**src/rtl/pipeline_issue_ctrl.sv**
```systemverilog
// Issue controller for a pipeline_stage chain: round-robin address arbitration,
// in-flight ID tracking, and a fixed-length flush/drain sequence.
`ifndef ADDRESS_WIDTH
`define ADDRESS_WIDTH 8
`endif
`ifndef ID_WIDTH
`define ID_WIDTH 3
`endif

module pipeline_issue_ctrl #(
    parameter int NUM_REQ    = 4,
    parameter int PIPE_DEPTH = 4
) (
    input  logic                                clk,
    input  logic                                reset,
    input  logic [NUM_REQ-1:0]                  req_valid,
    input  logic [NUM_REQ*`ADDRESS_WIDTH-1:0]   req_address,
    output logic [NUM_REQ-1:0]                  req_ready,
    input  logic                                ext_stall,
    input  logic                                flush_req,
    input  logic [`ID_WIDTH-1:0]                flush_req_id,
    input  logic                                retire_valid,
    input  logic [`ID_WIDTH-1:0]                retire_id,
    output logic                                issue_valid,
    output logic [`ADDRESS_WIDTH-1:0]           issue_address,
    output logic [`ID_WIDTH-1:0]                issue_id,
    output logic                                stall,
    output logic                                flush,
    output logic [`ID_WIDTH-1:0]                flush_id,
    output logic [`ID_WIDTH:0]                  inflight_count,
    output logic                                busy
);
    localparam int AW  = `ADDRESS_WIDTH;
    localparam int IW  = `ID_WIDTH;
    localparam int NID = 1 << IW;
    localparam int LGW = (NUM_REQ > 1) ? $clog2(NUM_REQ) : 1;
    localparam int CW  = $clog2(PIPE_DEPTH + 1);

    localparam logic [1:0] S_IDLE  = 2'd0;
    localparam logic [1:0] S_FLUSH = 2'd1;
    localparam logic [1:0] S_DRAIN = 2'd2;

    logic [1:0]     state_q, state_d;
    logic [CW-1:0]  cnt_q, cnt_d;
    logic [IW-1:0]  next_id_q, next_id_d;
    logic [LGW-1:0] last_grant_q, last_grant_d;
    logic [NID-1:0] bitmap_q, bitmap_d;
    logic [IW:0]    count_q, count_d;
    logic           ival_q, ival_d;
    logic [AW-1:0]  iaddr_q, iaddr_d;
    logic [IW-1:0]  iid_q, iid_d;
    logic           flush_q, flush_d;
    logic [IW-1:0]  fid_q, fid_d;

    logic           sel_found;
    logic [LGW-1:0] sel_idx;
    logic [LGW-1:0] cand;
    logic           grant;
    logic           flush_start;
    logic           flush_done;
    logic [AW-1:0]  addr_arr [NUM_REQ];

    for (genvar g = 0; g < NUM_REQ; g++) begin : g_addr
        assign addr_arr[g] = req_address[g*AW +: AW];
    end

    assign stall       = ext_stall | (state_q == S_FLUSH);
    assign busy        = (state_q != S_IDLE);
    assign flush_start = (state_q == S_IDLE) & flush_req;
    assign flush_done  = (state_q == S_FLUSH) & (cnt_q == '0);

    // Round-robin search begins one past the most recent winner.
    always_comb begin
        sel_found = 1'b0;
        sel_idx   = '0;
        cand      = '0;
        for (int k = 1; k <= NUM_REQ; k++) begin
            cand = LGW'((int'(last_grant_q) + k) % NUM_REQ);
            if (!sel_found && req_valid[cand]) begin
                sel_found = 1'b1;
                sel_idx   = cand;
            end
        end
    end

    // A pending flush outranks any request; an in-flight next_id blocks issue.
    assign grant = reset & (state_q == S_IDLE) & ~stall & ~flush_req &
                   sel_found & ~bitmap_q[next_id_q];

    assign req_ready = grant ? (NUM_REQ'(1) << sel_idx) : '0;

    always_comb begin
        ival_d  = ival_q;
        iaddr_d = iaddr_q;
        iid_d   = iid_q;
        if (grant) begin
            ival_d  = 1'b1;
            iaddr_d = addr_arr[sel_idx];
            iid_d   = next_id_q;
        end else if (!stall) begin
            ival_d  = 1'b0;
        end
        if (flush_start && (iid_q == flush_req_id))
            ival_d = 1'b0;
    end

    assign next_id_d    = grant ? next_id_q + IW'(1) : next_id_q;
    assign last_grant_d = grant ? sel_idx : last_grant_q;

    // Retire and flush clears may hit the same bit; clearing is idempotent.
    always_comb begin
        bitmap_d = bitmap_q;
        if (retire_valid)
            bitmap_d[retire_id] = 1'b0;
        if (flush_done)
            bitmap_d[fid_q] = 1'b0;
        if (grant)
            bitmap_d[next_id_q] = 1'b1;
        count_d = '0;
        for (int i = 0; i < NID; i++)
            count_d = count_d + (IW+1)'(bitmap_d[i]);
    end

    always_comb begin
        state_d = state_q;
        cnt_d   = cnt_q;
        flush_d = 1'b0;
        fid_d   = fid_q;
        case (state_q)
            S_IDLE: begin
                if (flush_req) begin
                    state_d = S_FLUSH;
                    cnt_d   = CW'(PIPE_DEPTH - 1);
                    flush_d = 1'b1;
                    fid_d   = flush_req_id;
                end
            end
            S_FLUSH: begin
                if (cnt_q == '0)
                    state_d = S_DRAIN;
                else
                    cnt_d = cnt_q - CW'(1);
            end
            S_DRAIN: state_d = S_IDLE;
            default: state_d = S_IDLE;
        endcase
    end

    always_ff @(posedge clk or negedge reset) begin
        if (!reset) begin
            state_q      <= S_IDLE;
            cnt_q        <= '0;
            next_id_q    <= '0;
            last_grant_q <= LGW'(NUM_REQ - 1);
            bitmap_q     <= '0;
            count_q      <= '0;
            ival_q       <= 1'b0;
            iaddr_q      <= '0;
            iid_q        <= '0;
            flush_q      <= 1'b0;
            fid_q        <= '0;
        end else begin
            state_q      <= state_d;
            cnt_q        <= cnt_d;
            next_id_q    <= next_id_d;
            last_grant_q <= last_grant_d;
            bitmap_q     <= bitmap_d;
            count_q      <= count_d;
            ival_q       <= ival_d;
            iaddr_q      <= iaddr_d;
            iid_q        <= iid_d;
            flush_q      <= flush_d;
            fid_q        <= fid_d;
        end
    end

    assign issue_valid    = ival_q;
    assign issue_address  = iaddr_q;
    assign issue_id       = iid_q;
    assign flush          = flush_q;
    assign flush_id       = fid_q;
    assign inflight_count = count_q;

endmodule

```
**config.mk**
```make
export PLATFORM = sky130hd
export DESIGN_NAME = pipeline_issue_ctrl
export DESIGN_NICKNAME = d
export VERILOG_FILES = /design/src/rtl/pipeline_issue_ctrl.sv
export SDC_FILE = /design/constraint.sdc
export NUM_CORES = 1
export LEC_CHECK = 0
export CAP_MARGIN = 10
export CORE_ASPECT_RATIO = 2
export CORE_MARGIN = 8
export CORE_UTILIZATION = 55
export DETAILED_ROUTE_END_ITERATION = 16
export DONT_BUFFER_PORTS = 1
export HOLD_SLACK_MARGIN = 0.12
export PLACE_DENSITY = 0.7
export SLEW_MARGIN = 10
export SYNTH_ARGS = -nofsm -noshare
export SYNTH_HDL_FRONTEND = slang
export SYNTH_SLANG_ARGS = --single-unit
```
**constraint.sdc**
```tcl
create_clock -name clk -period 7.4 [get_ports clk]
set_clock_uncertainty 0.15 [all_clocks]
set_input_delay 0.37 -clock clk [delete_from_list [all_inputs] [get_ports clk]]
set_output_delay 0.37 -clock clk [all_outputs]
set_load 0.005 [all_outputs]
```
==> impl_metrics.toml <==
[cts]
cts_tree = "yes"
clockRootBuffer = "clkbuf_8"
cts_max_path_buffers = 2
htree_levels = 2
clock_sinks = 38
post_cts_resized = 0
cts.clk_slew.worst_paths_ns = 0.08
cts-buffers-inserted = 5
clkLatencyLatePin_ns = 0.29
cts_setup_buffers = 0

[worst_setup_path]
crit_required_ns = 7.43
rrSetupSlack_ns = 2.46
r2r_end = "inflight_count[2]$_DFF_PN0_"
r2r_cells = 14
worst_setup_path_start_kind = "flop"
arrival_ns = 4.96
criticalPathCategory = "reg2reg"
critPathMaxFanout = 28
rr_startpoint = "next_id_q[1]$_DFFE_PN0N_"
cp-end-kind = "flop"

[synth]
async_flop_share_pct = 100
ys_warn_count = 0
synth_ff_type = "dfrtp_1"
synth_top_area_cell = "dfrtp_1"
synth_edf_count = 0
ys_types = 43
synthesis.nets = 273
synth_top_area_share_pct = 39.5
synthTopCellsByArea = "dfrtp_1 39%, mux2i_1 8.3%, o221ai_2 5.9%"
synth_seq_cells = 38
syn_inst = 216
synth.yosys.seq_area_share_pct = 41.8
synthesis.area_sq_um = 2280
synth_area_per_cell_sq_um = 10.6

[route]
post-route-drc-count = 0
drt-wirelength-per-cell_um = 20.5
first_pass_iters = 4
ant_nets = 0
via_per_inst = 6.17
vias = 1685
drt_iter0_drc = 101
drt-total-wl_mm = 5.60

[global_routing]
grt_use_met1_pct = 16.8
grt_usage_pct = 17.8
grt.met2_usage_pct = 32.5
grt_overflow = 0
grt.busiest_layer = "met2"
grtUsageMet3_pct = 4.56
grt_max_degree = 39
antenna_found_initial = 0
grt_pass1_wl_mm = 8.81
grt_pass1_vias = 1866

[timing]
period_minus_slack_ns = 4.94
fin_crit_sh_pct = 66.7
worst_pin_slew_ns = 1.14
slew_viol_final = 0
setup_tns_ns = 0
finalSetupViolCount = 0
maxClockFrequency_ghz = 0.203
hold_viol_final = 0
grt_setup_unrepaired = "false"
slew_headroom_pct = 23.8

[die]
dieHeight_um = 107
rows = 33
coreArea_sq_um = 4050
fp.dieW_um = 61.5
initial_core_util_pct = 56.4
dieArea_sq_um = 6590
ios = 73

[power]
pwr_density_cell_nw_per_um2 = 369
total_power_mw = 0.919
peakVddDrop_uv = 205
total_leakage_power_nw = 1.14

[final_layout]
layout.nets = 277
multiInputGateArea_sq_um = 1200
fillers = 345
register_area_sq_um = 953
diodes = 0
synthToLayoutAreaGrowth_pct = 9.16
drive_above_1_share_pct = 14.5

[worst_hold_path]
hold_depth = 2
hp-class = "in2reg"
min_to = "flush$_DFF_PN0_"
min-delay-start = "flush_req"

[outcome]
status = "finished clean"

[placement]
place.gp.congestion = 1.04
post-dp-hpwl_mm = 4.33
io_buffers = 0

[flow_run]
maxCapViolations = 0
repair_timing:
| item | CTS | global route |
|---|---|---|
| hold endpoints to repair | 41 | 0 |
| endpoints found under the setup margin | 0 | 0 |
| hold buffers | 5 | 0 |
layout by cell type (no fill, tap or decap), drive strengths merged, types with 3 or more instances in the layout:
cell type,count
o221ai,14
mux2i,19
dfrtp,36
or2,5
nor2b,5
fa,4
clkbuf,6
o21ai,5
mux2,7
nand2b,11
o31ai,3
nor2,13
nand2,22
xor2,4
dlygate4sd3,4
inv,17
a21oi,8
ha,6
cells by family (layout without fill, tap and decap cells):
family,Yosys count,after routing,share of synthesized area [%]
AOI/OAI and AO/OA,43,43,16.3
DFF,38,38,41.8
xor gates and xnor gates,6,6,2.30
buffers and inverters,25,30,5.38
adders and majority gates,10,10,6.80
and+or+nand+nor,67,67,14.6
muxes,27,27,12.8
where the power goes:
part	switching (mW)	leakage, nW	internal, mW
combinational	0.169	0.581	0.151
sequential	0.0939	0.488	0.287
clock	0.0741	0.0714	0.144
synthesized netlist by cell type, types with 5 or more instances:
master,number
a21oi_1,8
mux2i_1,19
mux2_2,7
nand2b_1,11
nand2_1,22
nor2_1,13
o221ai_1,5
o221ai_2,9
buf_2,5
dfrtp_1,36
inv_1,17
o21ai_0,5
ha_1,6
worst max path at each step:
| stage | slack, ns | to | cells past startpoint | from |
|---|---|---|---|---|
| final | 2.46 | inflight_count[2]$_DFF_PN0_ | 14 | next_id_q[1]$_DFFE_PN0N_ |
| after global routing | 2.23 | inflight_count[1]$_DFF_PN0_ | 14 | next_id_q[1]$_DFFE_PN0N_ |
| after CTS | 2.47 | inflight_count[2]$_DFF_PN0_ | 14 | next_id_q[1]$_DFFE_PN0N_ |
| after detailed placement | 2.49 | inflight_count[2]$_DFF_PN0_ | 14 | next_id_q[1]$_DFFE_PN0N_ |
| after global placement | 2.63 | inflight_count[1]$_DFF_PN0_ | 14 | next_id_q[1]$_DFFE_PN0N_ |
| after floorplan | 3.05 | inflight_count[2]$_DFF_PN0_ | 15 | next_id_q[1]$_DFFE_PN0N_ |
layer usage:
layer | vias to the layer above | share of wire (%)
li1 | 777 | -
met1 | 833 | 32
met2 | 58 | 58
met3 | 17 | 6.8
met4 | 0 | 3.5
met5 | - | 0
critical path, stage by stage, from the launching register on:
cell and delay [ns]:
dfrtp_1 0.48, mux4_2 0.54, a211o_1 0.64, or2_0 0.45, o21a_1 0.23, fa_1 0.50
inv_1 0.05, fa_1 0.50, inv_1 0.05, fa_1 0.44, inv_1 0.07, ha_1 0.16
inv_1 0.05, fa_1 0.37, xnor2_1 0.13
final cells by class:
type	count	area share, %
Timing Repair Buffer	5	2.41
Tap cell	52	2.61
Clock inverter	2	2.41
Multi-Input combinational cell	153	48.4
Sequential cell	38	38.3
Inverter	17	2.56
Clock buffer	6	3.32
flip-flops by register name, summed over array words and instances (netlist names):
signal and flops:
issue_address 8, inflight_count 4, flush_id 3, cnt_q 3, next_id_q 3, issue_id 3, bitmap_q 8, last_grant_q 2
issue_valid 1, state_q 2, flush 1
metrics by stage:
stage          cell area [sq um]  hold WS, ns  util, %  setup slack (ns)  cells
2_1_floorplan               2280      -0.0756        -              3.05    216
3_3_place_gp                2290      -0.0743     56.5              2.63    260
3_5_place_dp                2290      -0.0745     56.5              2.49    260
4_1_cts                     2490        0.153     61.5              2.47    273
5_1_grt                     2490        0.160     61.5              2.23    273
6_report                    2490        0.157     61.5              2.46    273
No activity file was read; power rests on OpenSTA's default activity.
